### src/rtl/ghost_crash_scheduler_if.sv
// Scan request/result bundle between the sprite registers,
// the collision scheduler and the game-state FSM.
`timescale 1ns/1ps
interface ghost_crash_scheduler_if #(
  parameter int NUM_GHOSTS = 4,
  parameter int IDW        = 2
);
  logic                    start;
  logic [9:0]              pac_x;
  logic [8:0]              pac_y;
  logic [10*NUM_GHOSTS-1:0] ghost_x;
  logic [9*NUM_GHOSTS-1:0]  ghost_y;
  logic [NUM_GHOSTS-1:0]   ghost_en;
  logic                    busy;
  logic                    done;
  logic [NUM_GHOSTS-1:0]   hit_vec;
  logic                    crash;
  logic [IDW-1:0]          hit_id;

  modport master (
    output start, pac_x, pac_y,
    output ghost_x, ghost_y, ghost_en,
    input  busy, done, hit_vec,
    input  crash, hit_id
  );

  modport slave (
    input  start, pac_x, pac_y,
    input  ghost_x, ghost_y, ghost_en,
    output busy, done, hit_vec,
    output crash, hit_id
  );
endinterface

### src/rtl/ghost_crash_scheduler.sv
// Pac-Man/ghost collision checker: snapshots positions and
// scans ghosts through one shared squaring multiplier.
`timescale 1ns/1ps
module ghost_crash_scheduler #(
  parameter int NUM_GHOSTS = 4,
  parameter int RADIUS_SQ  = 2048,
  parameter int IDW        = 2
) (
  input  logic clk,
  input  logic rst,
  ghost_crash_scheduler_if.slave bus
);

  typedef enum logic [2:0] {
    IDLE, SQX, SQY, CMP, DONE
  } state_t;

  localparam logic [31:0] RSQ = RADIUS_SQ;
  localparam logic [IDW-1:0] LAST =
    IDW'(NUM_GHOSTS - 1);

  state_t                  state_q, state_d;
  logic [IDW-1:0]          idx_q, idx_d;
  logic [20:0]             acc_q, acc_d;
  logic [NUM_GHOSTS-1:0]   hits_q, hits_d;
  logic [9:0]              px_q, px_d;
  logic [8:0]              py_q, py_d;
  logic [10*NUM_GHOSTS-1:0] gx_q, gx_d;
  logic [9*NUM_GHOSTS-1:0]  gy_q, gy_d;
  logic [NUM_GHOSTS-1:0]   en_q, en_d;
  logic                    busy_q, busy_d;
  logic                    done_q, done_d;
  logic [NUM_GHOSTS-1:0]   hit_vec_q, hit_vec_d;
  logic                    crash_q, crash_d;
  logic [IDW-1:0]          hit_id_q, hit_id_d;

  logic [9:0]  gx_sel;
  logic [8:0]  gy_sel;
  logic [9:0]  dx;
  logic [8:0]  dy;
  logic [9:0]  opnd;
  logic [19:0] prod;
  logic [IDW-1:0] low_id;

  assign gx_sel = gx_q[idx_q*10 +: 10];
  assign gy_sel = gy_q[idx_q*9 +: 9];

  // Compare before subtracting so the difference never wraps.
  assign dx = (px_q >= gx_sel) ? px_q - gx_sel
                               : gx_sel - px_q;
  assign dy = (py_q >= gy_sel) ? py_q - gy_sel
                               : gy_sel - py_q;

  assign opnd = (state_q == SQY) ? {1'b0, dy} : dx;
  assign prod = {10'b0, opnd} * {10'b0, opnd};

  always_comb begin
    low_id = '0;
    for (int i = NUM_GHOSTS - 1; i >= 0; i--) begin
      if (hits_q[i]) low_id = IDW'(i);
    end
  end

  always_comb begin
    state_d   = state_q;
    idx_d     = idx_q;
    acc_d     = acc_q;
    hits_d    = hits_q;
    px_d      = px_q;
    py_d      = py_q;
    gx_d      = gx_q;
    gy_d      = gy_q;
    en_d      = en_q;
    hit_vec_d = hit_vec_q;
    crash_d   = crash_q;
    hit_id_d  = hit_id_q;
    busy_d    = (state_q == SQX) ||
                (state_q == SQY) ||
                (state_q == CMP);
    done_d    = (state_q == DONE);
    unique case (state_q)
      IDLE: begin
        if (bus.start) begin
          px_d    = bus.pac_x;
          py_d    = bus.pac_y;
          gx_d    = bus.ghost_x;
          gy_d    = bus.ghost_y;
          en_d    = bus.ghost_en;
          idx_d   = '0;
          hits_d  = '0;
          state_d = SQX;
        end
      end
      SQX: begin
        acc_d   = {1'b0, prod};
        state_d = SQY;
      end
      SQY: begin
        acc_d   = acc_q + {1'b0, prod};
        state_d = CMP;
      end
      CMP: begin
        hits_d[idx_q] = (32'(acc_q) < RSQ) &&
                        en_q[idx_q];
        if (idx_q == LAST) begin
          state_d = DONE;
        end else begin
          idx_d   = idx_q + IDW'(1);
          state_d = SQX;
        end
      end
      DONE: begin
        hit_vec_d = hits_q;
        crash_d   = |hits_q;
        hit_id_d  = low_id;
        state_d   = IDLE;
      end
      default: state_d = IDLE;
    endcase
  end

  always_ff @(posedge clk or negedge rst) begin
    if (!rst) begin
      state_q   <= IDLE;
      idx_q     <= '0;
      acc_q     <= '0;
      hits_q    <= '0;
      px_q      <= '0;
      py_q      <= '0;
      gx_q      <= '0;
      gy_q      <= '0;
      en_q      <= '0;
      busy_q    <= 1'b0;
      done_q    <= 1'b0;
      hit_vec_q <= '0;
      crash_q   <= 1'b0;
      hit_id_q  <= '0;
    end else begin
      state_q   <= state_d;
      idx_q     <= idx_d;
      acc_q     <= acc_d;
      hits_q    <= hits_d;
      px_q      <= px_d;
      py_q      <= py_d;
      gx_q      <= gx_d;
      gy_q      <= gy_d;
      en_q      <= en_d;
      busy_q    <= busy_d;
      done_q    <= done_d;
      hit_vec_q <= hit_vec_d;
      crash_q   <= crash_d;
      hit_id_q  <= hit_id_d;
    end
  end

  assign bus.busy    = busy_q;
  assign bus.done    = done_q;
  assign bus.hit_vec = hit_vec_q;
  assign bus.crash   = crash_q;
  assign bus.hit_id  = hit_id_q;

endmodule

### src/flat_wrapper.sv
// flat-port wrapper written by rule: the top's interface ports become plain ports
module ghost_crash_scheduler_flat 
#(
  parameter int NUM_GHOSTS = 4,
  parameter int RADIUS_SQ  = 2048,
  parameter int IDW        = 2
)
  (clk, rst, bus_start, bus_pac_x, bus_pac_y, bus_ghost_x, bus_ghost_y, bus_ghost_en, bus_busy, bus_done, bus_hit_vec, bus_crash, bus_hit_id);
  ghost_crash_scheduler_if #(.NUM_GHOSTS(NUM_GHOSTS), .IDW(IDW)) bus_i ();
  input  logic clk;
  input  logic rst;
  input wire logic [$bits(bus_i.start)-1:0] bus_start;
  input wire logic [$bits(bus_i.pac_x)-1:0] bus_pac_x;
  input wire logic [$bits(bus_i.pac_y)-1:0] bus_pac_y;
  input wire logic [$bits(bus_i.ghost_x)-1:0] bus_ghost_x;
  input wire logic [$bits(bus_i.ghost_y)-1:0] bus_ghost_y;
  input wire logic [$bits(bus_i.ghost_en)-1:0] bus_ghost_en;
  output wire logic [$bits(bus_i.busy)-1:0] bus_busy;
  output wire logic [$bits(bus_i.done)-1:0] bus_done;
  output wire logic [$bits(bus_i.hit_vec)-1:0] bus_hit_vec;
  output wire logic [$bits(bus_i.crash)-1:0] bus_crash;
  output wire logic [$bits(bus_i.hit_id)-1:0] bus_hit_id;
  assign bus_i.start = bus_start;
  assign bus_i.pac_x = bus_pac_x;
  assign bus_i.pac_y = bus_pac_y;
  assign bus_i.ghost_x = bus_ghost_x;
  assign bus_i.ghost_y = bus_ghost_y;
  assign bus_i.ghost_en = bus_ghost_en;
  assign bus_busy = bus_i.busy;
  assign bus_done = bus_i.done;
  assign bus_hit_vec = bus_i.hit_vec;
  assign bus_crash = bus_i.crash;
  assign bus_hit_id = bus_i.hit_id;
  ghost_crash_scheduler #(.NUM_GHOSTS(NUM_GHOSTS), .RADIUS_SQ(RADIUS_SQ), .IDW(IDW)) u_core (.clk(clk), .rst(rst), .bus(bus_i));
endmodule
### config.mk
export PLATFORM = sky130hd
export DESIGN_NAME = ghost_crash_scheduler_flat
export DESIGN_NICKNAME = d
export VERILOG_FILES = /design/src/rtl/ghost_crash_scheduler_if.sv /design/src/rtl/ghost_crash_scheduler.sv /design/src/flat_wrapper.sv
export SDC_FILE = /design/constraint.sdc
export NUM_CORES = 1
export LEC_CHECK = 0
export BUFFER_PORTS_ARGS = -buffer_cell sky130_fd_sc_hd__buf_4
export CORE_UTILIZATION = 55
export CTS_BUF_LIST = sky130_fd_sc_hd__clkbuf_8
export DETAILED_ROUTE_END_ITERATION = 7
export PLACE_DENSITY = 0.75
export SKIP_LAST_GASP = 1
export SLEW_MARGIN = 20
export SYNTH_ARGS = -nofsm -noshare
export SYNTH_HDL_FRONTEND = slang
export SYNTH_SLANG_ARGS = --single-unit
export TNS_END_PERCENT = 30
### constraint.sdc
create_clock -name clk -period 10.7 [get_ports clk]
set_input_delay 0.535 -clock clk [delete_from_list [all_inputs] [get_ports clk]]
set_output_delay 0.535 -clock clk [all_outputs]
set_load 0.1 [all_outputs]
---- Yosys cells after proc, flatten, opt, wreduce, memory -nomap -nowiden ----
Index checks and enable logic that the tools add are counted.
storage, ports and cells
  bits in writable memories ............... 0
  bits in read-only memories .............. 0
  word-level logic and storage cells ...... 69
  bits in latches ......................... 0
  input port bits ......................... 102
  register bits ........................... 138
  memories ................................ 0
cells by class
  multiplexer cells ....................... 21
  reductions and logical operators ........ 11
  shift operators ......................... 2
  eq/ne operators ......................... 7
  $add $sub $neg .......................... 6
  $mul .................................... 3
  $lt $le $gt $ge ......................... 5
  divide/modulo/power cells ............... 0
  bitwise gates (word level) .............. 0
operator list
  kind                                                                             number
  21-bit case mux with 2 select lines                                              1
  40-bit by 7-bit variable part select with 10-bit output                          1
  36-bit by 7-bit variable part select with 9-bit output                           1
  21-bit by 20-bit adder with 21-bit output                                        1
  21-bit by 12-bit less-than comparator with 1-bit output (second input constant)  1
  10-bit by 10-bit multiplier with 20-bit output                                   1
  10-bit two-way mux                                                               2
  10-bit subtractor                                                                2
  9-bit subtractor                                                                 2
  2-bit two-way mux                                                                6
  3-bit case mux with 4 select lines                                               1
  10-bit >= comparator                                                             1
  9-bit >= comparator                                                              1
  9-bit two-way mux                                                                1
  4-bit case mux with 2 select lines                                               1
  3-bit by 2-bit == test with 1-bit output (second input constant)                 2
  2-bit by 4-bit multiplier with 6-bit output (second input constant)              1
  3-bit two-way mux                                                                2
  2-bit by 3-bit multiplier with 5-bit output (second input constant)              1
  4-bit bitwise mux                                                                1
  4-bit two-way mux                                                                1
  2-bit inequality test (second input constant)                                    2
  2-bit case mux with 2 select lines                                               1
  2-bit AND reduction                                                              2
  other kinds (15)                                                                 19

---- Logic depth before layout (Yosys ltp) ----
Gate-level depths: netlist of the first run.
  depth after elaboration ................. 8
  gate-level depth with buffers ........... 44
  mapped depth without buffers ............ 43

---- Worst setup path after synthesis of the first run ----
Ideal clock, no wire load.
  kind .................................... register to register
  start ................................... register u_core.idx_q[0]
  end ..................................... register u_core.acc_q[19]
  data required time ...................... 10.580 ns
  path slack .............................. 0.971 ns
  cell stages (with the launch flop) ...... 39
  buffers on the path ..................... 1
  arrival time ............................ 9.609 ns
  cell sequence ........................... dfrtp_1 -> buf_1 -> mux4_2 -> ha_1 -> inv_1 -> fa_1 -> a211oi_2 -> o211ai_2 -> nand3b_1 -> nand2_2 -> mux2_2 -> a2111oi_2 -> or3_1 -> nand3_1 -> or2_2 -> fa_1 -> fa_1 -> inv_1 -> [3 not listed] -> fa_1 -> inv_1 -> ha_1 -> nand2_1 -> o21ai_0 -> o31ai_4 -> xnor2_1 -> ha_1 -> inv_1 -> nor2_1 -> o21ai_0 -> a21oi_1 -> o41ai_1 -> o2111ai_1 -> a21oi_1 -> xor2_1 -> o21ai_0 -> a31o_2
between the ends
  word-level cells in the longest chain between the ends .. 8
RTL lines
  element                                                                                                                            line                                                      RTL
  from (decl)                                                                                                                        ghost_crash_scheduler.sv:23                               logic [IDW-1:0] idx_q, idx_d;
  from (signal assigned)                                                                                                             ghost_crash_scheduler.sv:140                              idx_q <= idx_d;
  2-bit by 4-bit multiplier with 6-bit output or 2-bit by 3-bit multiplier with 5-bit output (tied branches)                         ghost_crash_scheduler.sv:46, ghost_crash_scheduler.sv:45
  36-bit by 7-bit variable part select with 9-bit output or 40-bit by 7-bit variable part select with 10-bit output (tied branches)  ghost_crash_scheduler.sv:46, ghost_crash_scheduler.sv:45
  9-bit subtractor, or another cell as far along                                                                                     ghost_crash_scheduler.sv:52                               : gy_sel - py_q;
  9-bit two-way mux or 10-bit two-way mux (tied branches)                                                                            ghost_crash_scheduler.sv:51, ghost_crash_scheduler.sv:49
  10-bit two-way mux *                                                                                                               ghost_crash_scheduler.sv:54                               assign opnd = (state_q == SQY) ? {1'b0, dy} : dx;
  10-bit by 10-bit multiplier with 20-bit output *                                                                                   ghost_crash_scheduler.sv:55                               assign prod = {10'b0, opnd} * {10'b0, opnd};
  21-bit by 20-bit adder with 21-bit output                                                                                          ghost_crash_scheduler.sv:99                               acc_d = acc_q + {1'b0, prod};
  21-bit case mux with 2 select lines *                                                                                              ghost_crash_scheduler.sv:81                               unique case (state_q)
  to (signal assigned)                                                                                                               ghost_crash_scheduler.sv:126                              acc_q <= '0;
  to (signal assigned)                                                                                                               ghost_crash_scheduler.sv:141                              acc_q <= acc_d;
  to (decl)                                                                                                                          ghost_crash_scheduler.sv:24                               logic [20:0] acc_q, acc_d;
Every way passes the cells marked *; elsewhere a longest branch is shown, timed or not.
A chain may end at the register's enable or synchronous reset.

---- Worst setup path after layout of the first run ----
  start ................................... register u_core.idx_q[0]
  end ..................................... register u_core.acc_q[20]
between the ends
  word-level cells in the longest chain between the ends .. 8
RTL lines
  element                                                                                                                            line
  2-bit by 4-bit multiplier with 6-bit output or 2-bit by 3-bit multiplier with 5-bit output (tied branches)                         ghost_crash_scheduler.sv:46, ghost_crash_scheduler.sv:45
  36-bit by 7-bit variable part select with 9-bit output or 40-bit by 7-bit variable part select with 10-bit output (tied branches)  ghost_crash_scheduler.sv:46, ghost_crash_scheduler.sv:45
  9-bit subtractor, or another cell as far along                                                                                     ghost_crash_scheduler.sv:52
  9-bit two-way mux or 10-bit two-way mux (tied branches)                                                                            ghost_crash_scheduler.sv:51, ghost_crash_scheduler.sv:49
  10-bit two-way mux *                                                                                                               ghost_crash_scheduler.sv:54
  10-bit by 10-bit multiplier with 20-bit output *                                                                                   ghost_crash_scheduler.sv:55
  21-bit by 20-bit adder with 21-bit output *                                                                                        ghost_crash_scheduler.sv:99
  21-bit case mux with 2 select lines *                                                                                              ghost_crash_scheduler.sv:81
Marked as above.

==> impl_metrics.yaml, run 1 <==
status:
  status: "completed"
place:
  dp.cells: 1662
  gp_congestion: 0.917
  numPortBuffers: 110
  place_area_mm2: 0.0124
  hpwl_um: 19500
synth:
  synth-edff-count: 0
  async_flop_share_pct: 100
  ys_warn_count: 0
  synth_cell_types: 74
  seq_area_frac_synth_pct: 30.5
  syn_avg_cell_area_um2: 8.59
  syn_nets: 1586
  postSynthCellCount: 1319
  synth-seq-cells: 138
  syn_area_mm2: 0.0113
  synthFlopType: "dfrtp_1"
floorplan:
  die_h_um: 146
  num_io_pins: 111
  die_x_um: 146
  start_util_pct: 56.0
  die_area_mm2: 0.0212
  rows: 52
  core_mm2: 0.0202
grt:
  antenna_found_initial: 0
  grt_remaining_overflow: 0
  grt_pass1_vias: 8923
  grtUsageTotal_pct: 24.8
  grt_pass1_wl_um: 42800
  grt_max_degree: 110
routing:
  vias_per_cell: 5.47
  wl_per_cell_um: 15.1
  drtPass1Iterations: 7
  routed_wirelength_um: 25500
  drtAntennaViolNets: 0
  drc: 0
  vias: 9258
  drt_iter0_markers: 553
setup_path:
  cp_num_buf_inv: 4
  cp-end-kind: "flip-flop"
  cp.arrival_ns: 10.26
  path_max_fanout: 24
  cp-start-kind: "flip-flop"
  worstPathRequired_ns: 11.02
  criticalPathCategory: "reg2reg"
  cpMostUsedCell: "fa_1"
  critPathSlowestCell: "mux4_2"
  slowest_delay_ns: 0.58
  crit_family: "adder cells"
cts:
  htree_levels: 4
  cts_tree: "built"
  clkSinkCount: 138
  hold_buffers: 0
  cts_buffer_depth: 2
  cts_setup_buffers: 0
  clk_latency_ns: 0.45
  numCtsBuffers: 17
  clkSlewWorstSetupHoldPaths_ns: 0.10
  clockRootBuffer: "clkbuf_8"
timing:
  tightest_slew_ns: 1.02
  slew_headroom_pct: 31.8
  finalCritPeriodShare_pct: 92.9
  rsz0062_at_grt: "no"
  fmax_mhz: 101
  maxSlewViolCount: 0
  fin_hold_ws_ns: 0.117
  finalHoldViolations: 0
  fin_tns_setup_ns: 0
  setup_violations: 0
  min_period_ns: 9.94
  fin_skew_ns: 0.0175
final_layout:
  multi_input_area_mm2: 0.00718
  fillers: 1692
  regArea_mm2: 0.00345
  fin_area_mm2: 0.0128
  area_growth_pct: 13.3
  nNetsFinal: 1678
  layout.cells.non_filler: 1694
  antenna_cells: 0
  drive_above_1_share_pct: 15.2
worst_hold_path:
  hold_class: "in2async"
run:
  maxCapViolCount: 0
## cell families after synthesis
logic type	Yosys count	share of synthesized area (%)
AND/OR/NAND/NOR	524	19.6
AO/OA/AOI/OAI	214	12.0
buffers and inverters	187	6.39
adder cells (fa/ha/maj)	165	21.7
flip-flops	138	30.5
XOR/XNOR	49	3.79
multiplexers	42	6.14
## sequential cells by signal (all words and copies together), names as in the netlist
register            count
u_core.bus.hit_vec      4
u_core.py_q             9
u_core.gx_q            40
u_core.state_q          3
u_core.en_q             4
u_core.bus.crash        1
u_core.acc_q           21
u_core.px_q            10
u_core.bus.done         1
u_core.idx_q            2
u_core.hits_q           4
u_core.bus.busy         1
u_core.bus.hit_id       2
u_core.gy_q            36
## Yosys cell counts (all sizes together) (5+ instances only)
cell | count | area (um2)
nand3 | 20 | 100
xnor2 | 31 | 272
nand2 | 339 | 1280
a211oi | 6 | 55.1
nor3 | 15 | 80.1
ha | 113 | 1410
mux4 | 20 | 450
nand4 | 7 | 43.8
o211ai | 5 | 42.5
and3 | 7 | 43.8
a21oi | 54 | 282
a21o | 15 | 113
dfrtp | 138 | 3450
xor2 | 18 | 158
fa | 52 | 1040
clkbuf | 34 | 131
and2 | 6 | 37.5
o21ai | 79 | 403
mux2i | 12 | 133
or3 | 5 | 36.3
nor2 | 85 | 322
nand2b | 11 | 68.8
buf | 17 | 82.6
mux2 | 10 | 113
o21a | 5 | 37.5
inv | 136 | 510
nand3b | 6 | 45.0
a31oi | 15 | 109
nor2b | 11 | 68.8
## worst register-to-register path: cells and delay by family (launching register included)
| kind | cells | cell delay (ns) |
|---|---|---|
| DFF | 1 | 0.39 |
| and+or+nand+nor | 7 | 0.93 |
| xor gates and xnor gates | 2 | 0.37 |
| muxes | 2 | 0.98 |
| buffers and inverters | 4 | 0.37 |
| AOI/OAI and AO/OA | 13 | 3.17 |
| adders and majority gates | 8 | 3.62 |
## routing by layer
metal | track usage (%) | routed length [um] | up-vias
li1 | - | - | 4530
met1 | 34.4 | 11800 | 4423
met5 | 0 | 0 | -
met3 | 3.89 | 1280 | 42
met4 | 6.89 | 473 | 0
met2 | 40.6 | 11900 | 263
## cells in the final DEF (no fill, tap or decap), types with 14 or more instances in the layout
cell type and count:
buf_4 122, a21o_1 15, nand3_1 20, xor2_1 18, nor3_1 14, ha_1 113, o21ai_0 71, dfrtp_1 137
nand2_1 336, clkbuf_8 17, nor2_1 84, inv_1 135, xnor2_1 31, fa_1 52, mux4_2 20, a21oi_1 51
a31oi_1 14
## metrics by stage
step	worst slack, ns	utilization (%)
2_1_floorplan	0.971	-
3_3_place_gp	0.808	61.3
3_5_place_dp	0.479	61.3
4_1_cts	0.468	63.4
5_1_grt	0.0853	63.4
6_report	0.761	63.4
## final cells by class
cell class | count | share of cell area [%]
tap | 270 | 2.63
clock inverter | 15 | 1.38
inverter | 136 | 3.98
multi-input combinational | 994 | 55.9
timing repair buffer | 124 | 7.38
sequential | 138 | 26.9
clock buffer | 17 | 1.82
## what timing repair did
item / 4_1_cts / 5_1_grt
endpoints found under the setup margin: 0 / 3
hold endpoints to repair: 0 / 0
resized for setup: 0 / 3
## worst paths after layout
path                                      start               end  slack [ns]  depth (start not counted)
worst max register to register  u_core.idx_q[0]  u_core.acc_q[20]        0.76                         36
worst max-delay path            u_core.idx_q[0]  u_core.acc_q[20]        0.76                         36
min in group clk                bus_ghost_x[22]   u_core.gx_q[22]        0.26                          3
worst min-delay path                        rst    u_core.py_q[4]        0.12                          1
max in group asynchronous                   rst   u_core.idx_q[1]        9.31                          2
worst min register to register  u_core.gy_q[19]   u_core.gy_q[19]        0.48                          2
Power of run 1 is not shown: default switching activity piles up to over one toggle a cycle in this logic, so the estimate is an artifact.
==> run 2: changes to the inputs <==
--- a/config.mk
+++ b/config.mk
@@ -5,6 +5,7 @@
 export SDC_FILE = /design/constraint.sdc
 export NUM_CORES = 1
 export LEC_CHECK = 0
+export ABC_AREA = 1
 export BUFFER_PORTS_ARGS = -buffer_cell sky130_fd_sc_hd__buf_4
 export CORE_UTILIZATION = 55
 export CTS_BUF_LIST = sky130_fd_sc_hd__clkbuf_8
==> impl_metrics.yaml, run 2 <==
timing:
  maxSlewViolCount: 0
  slew_headroom_pct: 34.4
  fin_hold_ws_ns: 0.0255
  min_period_ns: 9.62
  setup_violations: 0
  finalCritPeriodShare_pct: 89.9
  tightest_slew_ns: 0.984
  fmax_mhz: 104
  fin_tns_setup_ns: 0
  rsz0062_at_grt: "no"
  setup_slack_ns: 1.08
  fin_skew_ns: 0.0188
  finalHoldViolations: 0
cts:
  numCtsBuffers: 17
  htree_levels: 4
  clkSlewWorstSetupHoldPaths_ns: 0.10
  clk_latency_ns: 0.46
  hold_buffers: 0
  cts_tree: "built"
  cts_setup_buffers: 0
  cts_resized: 0
  clkSinkCount: 138
  clockRootBuffer: "clkbuf_8"
  cts_buffer_depth: 2
final_layout:
  largest_reg_flops: 40
  drive_above_1_share_pct: 18.0
  antenna_cells: 0
  nNetsFinal: 1753
  area_growth_pct: 12.6
  largest-register: "u_core.gx_q"
  final_common_cell: "nand2_1"
  top_regs: "u_core.gx_q: 40 flops, u_core.gy_q: 36 flops, u_core.acc_q: 21 flops"
  layout.cells.non_filler: 1769
  final_cell_mix: "nand2_1, inv_1, dfrtp_1"
floorplan:
  die_area_mm2: 0.0217
  die_x_um: 147
  rows: 52
  start_util_pct: 56.7
  num_io_pins: 111
  die_h_um: 147
  core_mm2: 0.0205
run:
  maxCapViolCount: 0
setup_path:
  cpMostUsedCell: "nand2_1"
  path_max_fanout: 36
  critPathSlowestCell: "fa_1"
  criticalPathCategory: "reg2reg"
  cp-end-kind: "flip-flop"
  cp.arrival_ns: 9.99
  cp-start-kind: "flip-flop"
  slowest_delay_ns: 0.55
  worstPathRequired_ns: 11.07
routing:
  drt_iter0_markers: 549
  drtAntennaViolNets: 0
  drc: 0
  vias: 9648
  vias_per_cell: 5.45
  drtPass1Iterations: 6
  routed_wirelength_um: 27200
  wl_per_cell_um: 15.4
synth:
  synth-edff-count: 0
  synthTopCellsByCount: "nand2_1, inv_1, dfrtp_1, a21oi_1"
  seq_area_frac_synth_pct: 29.7
  netlist.area_leader.share_pct: 29.7
  synth.largest_area_cell: "dfrtp_1"
  synth-seq-cells: 138
  async_flop_share_pct: 100
  synthFlopType: "dfrtp_1"
  ys_warn_count: 0
  synth_cell_types: 55
  ys_top_cells_by_area: "dfrtp_1, ha_1, fa_1"
  syn_avg_cell_area_um2: 8.37
  postSynthCellCount: 1388
  syn_nets: 1655
  syn_area_mm2: 0.0116
  synth_most_common_cell: "nand2_1"
place:
  dp_worst_setup_slack_ns: 1.16
  gp_congestion: 0.950
  dp.cells: 1737
  numPortBuffers: 110
  hpwl_um: 21100
status:
  status: "completed"
grt:
  grt_pass1_vias: 9749
  grt_max_degree: 86
  grt_remaining_overflow: 0
  antenna_found_initial: 0
  grtUsageTotal_pct: 26.4
  grt_pass1_wl_um: 46100
worst_hold_path:
  hold_class: "in2async"
-- run 2: cell types whose count changed in the layout (fill, tap and decap cells not counted), sizes merged, moves of 24 or more --
cell | previous run | this run
mux2 | 10 | 83
nor2 | 85 | 120
xnor2 | 31 | 7
a21oi | 54 | 121
nand2 | 339 | 282
inv | 145 | 205
-- run 2: stage by stage --
stage | utilization [%] | instance area, um2
5_1_grt | 63.8 | 13100
3_5_place_dp | 61.8 | 12700
4_1_cts | 63.8 | 13100
6_report | 63.8 | 13100
3_3_place_gp | 61.8 | 12700
2_1_floorplan | - | 11600
-- run 2: cells by family (layout without fill, tap and decap cells) --
logic type / after synthesis / after routing / synth area share [%]
flip-flops: 138 / 138 / 29.7
adder cells (fa/ha/maj): 165 / 165 / 21.1
AND/OR/NAND/NOR: 467 / 467 / 17.1
XOR/XNOR: 41 / 41 / 3.16
AO/OA/AOI/OAI: 259 / 259 / 12.8
buffers and inverters: 234 / 345 / 7.87
multiplexers: 84 / 84 / 8.16
-- run 2: final timing paths --
kind,to,cells after the start,start,slack [ns]
setup / recovery,u_core.acc_q[17],43,u_core.idx_q[1],1.08
hold / removal,u_core.acc_q[18],1,rst,0.03
setup reg to reg,u_core.acc_q[17],43,u_core.idx_q[1],1.08
hold reg to reg,u_core.bus.hit_vec[3],2,u_core.bus.hit_vec[3],0.50
max in group asynchronous,u_core.py_q[8],2,rst,9.53
min in group clk,u_core.gx_q[1],2,bus_ghost_x[1],0.29
-- run 2: area by class of cell --
class | count | area, um2
inverter | 196 | 738
tap | 270 | 338
sequential | 138 | 3450
clock buffer | 17 | 234
fill | 1804 | 7420
clock inverter | 15 | 166
multi-input combinational | 1016 | 7260
timing repair buffer | 117 | 886
-- run 2: metal layers --
metal	part of all wire, %	GRT usage, %	wire length, um
met3	4.8	5.81	1320
met5	0	0	0
met4	2.1	7.63	569
met1	43	33.0	11800
met2	50	45.8	13500
-- run 2: worst max-delay path, delay by kind of cell, from the launching register on --
kind	cells	cell delay, ns
compound gates	4	0.98
buf+inv	9	1.12
flops	1	0.43
simple gates	21	3.10
fa+ha+maj	8	3.54
mux	1	0.34
Power of run 2 is left out for the same reason.
==> run 3: changes to the inputs <==
--- a/config.mk
+++ b/config.mk
@@ -10,7 +10,7 @@
 export CORE_UTILIZATION = 55
 export CTS_BUF_LIST = sky130_fd_sc_hd__clkbuf_8
 export DETAILED_ROUTE_END_ITERATION = 7
-export PLACE_DENSITY = 0.75
+export PLACE_DENSITY = 0.78
 export SKIP_LAST_GASP = 1
 export SLEW_MARGIN = 20
 export SYNTH_ARGS = -nofsm -noshare
==> constraint.sdc (replaced) <==
create_clock -name clk -period 8.81 [get_ports clk]
set_input_delay 0.4405 -clock clk [delete_from_list [all_inputs] [get_ports clk]]
set_output_delay 0.4405 -clock clk [all_outputs]
set_load 0.1 [all_outputs]
==> impl_metrics.yaml, run 3 (synthesis gave the netlist of run 2 again) <==
place:
  gp_congestion: 0.946
  numPortBuffers: 110
  dp.cells: 1756
  hpwl_um: 21600
  place_area_mm2: 0.0128
  dp_worst_setup_slack_ns: -0.0998
setup_path:
  cp-end-kind: "flip-flop"
  cp.arrival_ns: 8.79
  critPathSlowestCell: "fa_1"
  cp_num_buf_inv: 8
  r2r-end: "u_core.acc_q[20]"
  slowest_delay_ns: 0.55
  critPathCapture: "u_core.acc_q[20]"
  cpMostUsedCell: "nand2_1"
  path_max_fanout: 15
  cp-start-kind: "flip-flop"
  criticalPathCategory: "reg2reg"
  path_depth: 45
  r2r-start: "u_core.idx_q[0]"
  crit_family: "adder cells"
  worstPathRequired_ns: 9.15
  r2r_slack_ns: 0.36
  rr_worst_depth: 45
  crit_start: "u_core.idx_q[0]"
grt:
  antenna_found_initial: 0
  grt_remaining_overflow: 0
  grtUsageTotal_pct: 26.7
  grt_pass1_wl_um: 46700
  grt_max_degree: 99
  grt_pass1_vias: 9869
floorplan:
  num_io_pins: 111
  core_mm2: 0.0205
  rows: 52
  die_x_um: 147
  die_area_mm2: 0.0217
  start_util_pct: 56.7
  die_h_um: 147
cts:
  htree_levels: 4
  cts_tree: "built"
  clockRootBuffer: "clkbuf_8"
  cts_buffer_depth: 2
  numCtsBuffers: 17
  hold_buffers: 0
  clk_latency_ns: 0.46
  clkSlewWorstSetupHoldPaths_ns: 0.09
  clkSinkCount: 138
final_layout:
  largest_reg_flops: 40
  top_regs: "u_core.gx_q: 40 flops, u_core.gy_q: 36 flops, u_core.acc_q: 21 flops"
  drive_above_1_share_pct: 25.0
  fin_area_mm2: 0.0138
  fin_util_pct: 67.5
  final_cell_mix: "nand2_1, inv_1, buf_4"
  antenna_cells: 0
  nNetsFinal: 1784
  area_growth_pct: 19.1
  largest-register: "u_core.gx_q"
  final_common_cell: "nand2_1"
  layout.cells.non_filler: 1800
timing:
  rsz0062_at_grt: "yes"
  tightest_slew_ns: 0.792
  slew_headroom_pct: 47.2
  setup_slack_ns: 0.359
  finalCritPeriodShare_pct: 95.9
  min_period_ns: 8.45
  maxSlewViolCount: 0
  fmax_mhz: 118
  setup_violations: 0
  fin_skew_ns: 0.0261
  finalHoldViolations: 0
routing:
  drc: 0
  drtPass1Iterations: 5
  drtAntennaViolNets: 0
  vias_per_cell: 5.49
  drt_iter0_markers: 557
  routed_wirelength_um: 29000
  vias: 9883
  wl_per_cell_um: 16.1
worst_hold_path:
  hold_class: "in2async"
run:
  maxCapViolCount: 0
status:
  status: "completed"
-- run 3: cell type report --
cell class              count  area [um2]
well taps                 270         338
repair buffers            148        1210
flip-flops and latches    138        3450
clock inverters            14         125
fillers                  1628        6660
multi-input cells        1016        7720
clock buffers              18         248
inverters                 196         742
-- run 3: metrics by stage --
| step | setup TNS [ns] | hold slack (ns) |
|---|---|---|
| final | 0 | 0.0373 |
| after global routing | -0.332 | 0.0884 |
| after CTS | -0.000125 | 0.0460 |
| after detailed placement | -0.227 | 0.473 |
| after global placement | 0 | 0.465 |
| after floorplan | 0 | 0.145 |
-- run 3: worst min path at each step --
stage / end / slack (ns) / cells after the start
final: u_core.acc_q[17] / 0.04 / 1
after detailed placement: u_core.bus.hit_vec[3] / 0.47 / 2
after floorplan: u_core.acc_q[0] / 0.14 / 0
after global placement: u_core.bus.hit_vec[3] / 0.47 / 2
after CTS: u_core.bus.hit_vec[1] / 0.05 / 1
after global routing: u_core.acc_q[2] / 0.09 / 1
-- run 3: what timing repair did --
item                       CTS  global route
pin swaps                    0            20
cloned                       0             2
gates resized for setup      3           104
setup buffers                0             9
setup endpoints to repair    4            12
-- run 3: worst reg2reg max path, delay by kind of cell, from the launching register on --
| family | cells | cell delay [ns] |
|---|---|---|
| AOI/OAI and AO/OA | 4 | 0.64 |
| buffers and inverters | 8 | 0.69 |
| DFF | 1 | 0.42 |
| adders and majority gates | 9 | 3.79 |
| muxes | 1 | 0.20 |
| and+or+nand+nor | 22 | 2.42 |
| xor gates and xnor gates | 1 | 0.19 |
-- run 3: metal layers --
metal  global-route usage (%)  routed length (um)  vias to the layer above
li1                         -                   -                     4818
met1                     34.4               12600                     4747
met2                     46.8               14300                      280
met3                     4.60                1470                       38
met4                     6.08                 537                        0
met5                        0                   0                        -
Power of run 3 is left out for the same reason.
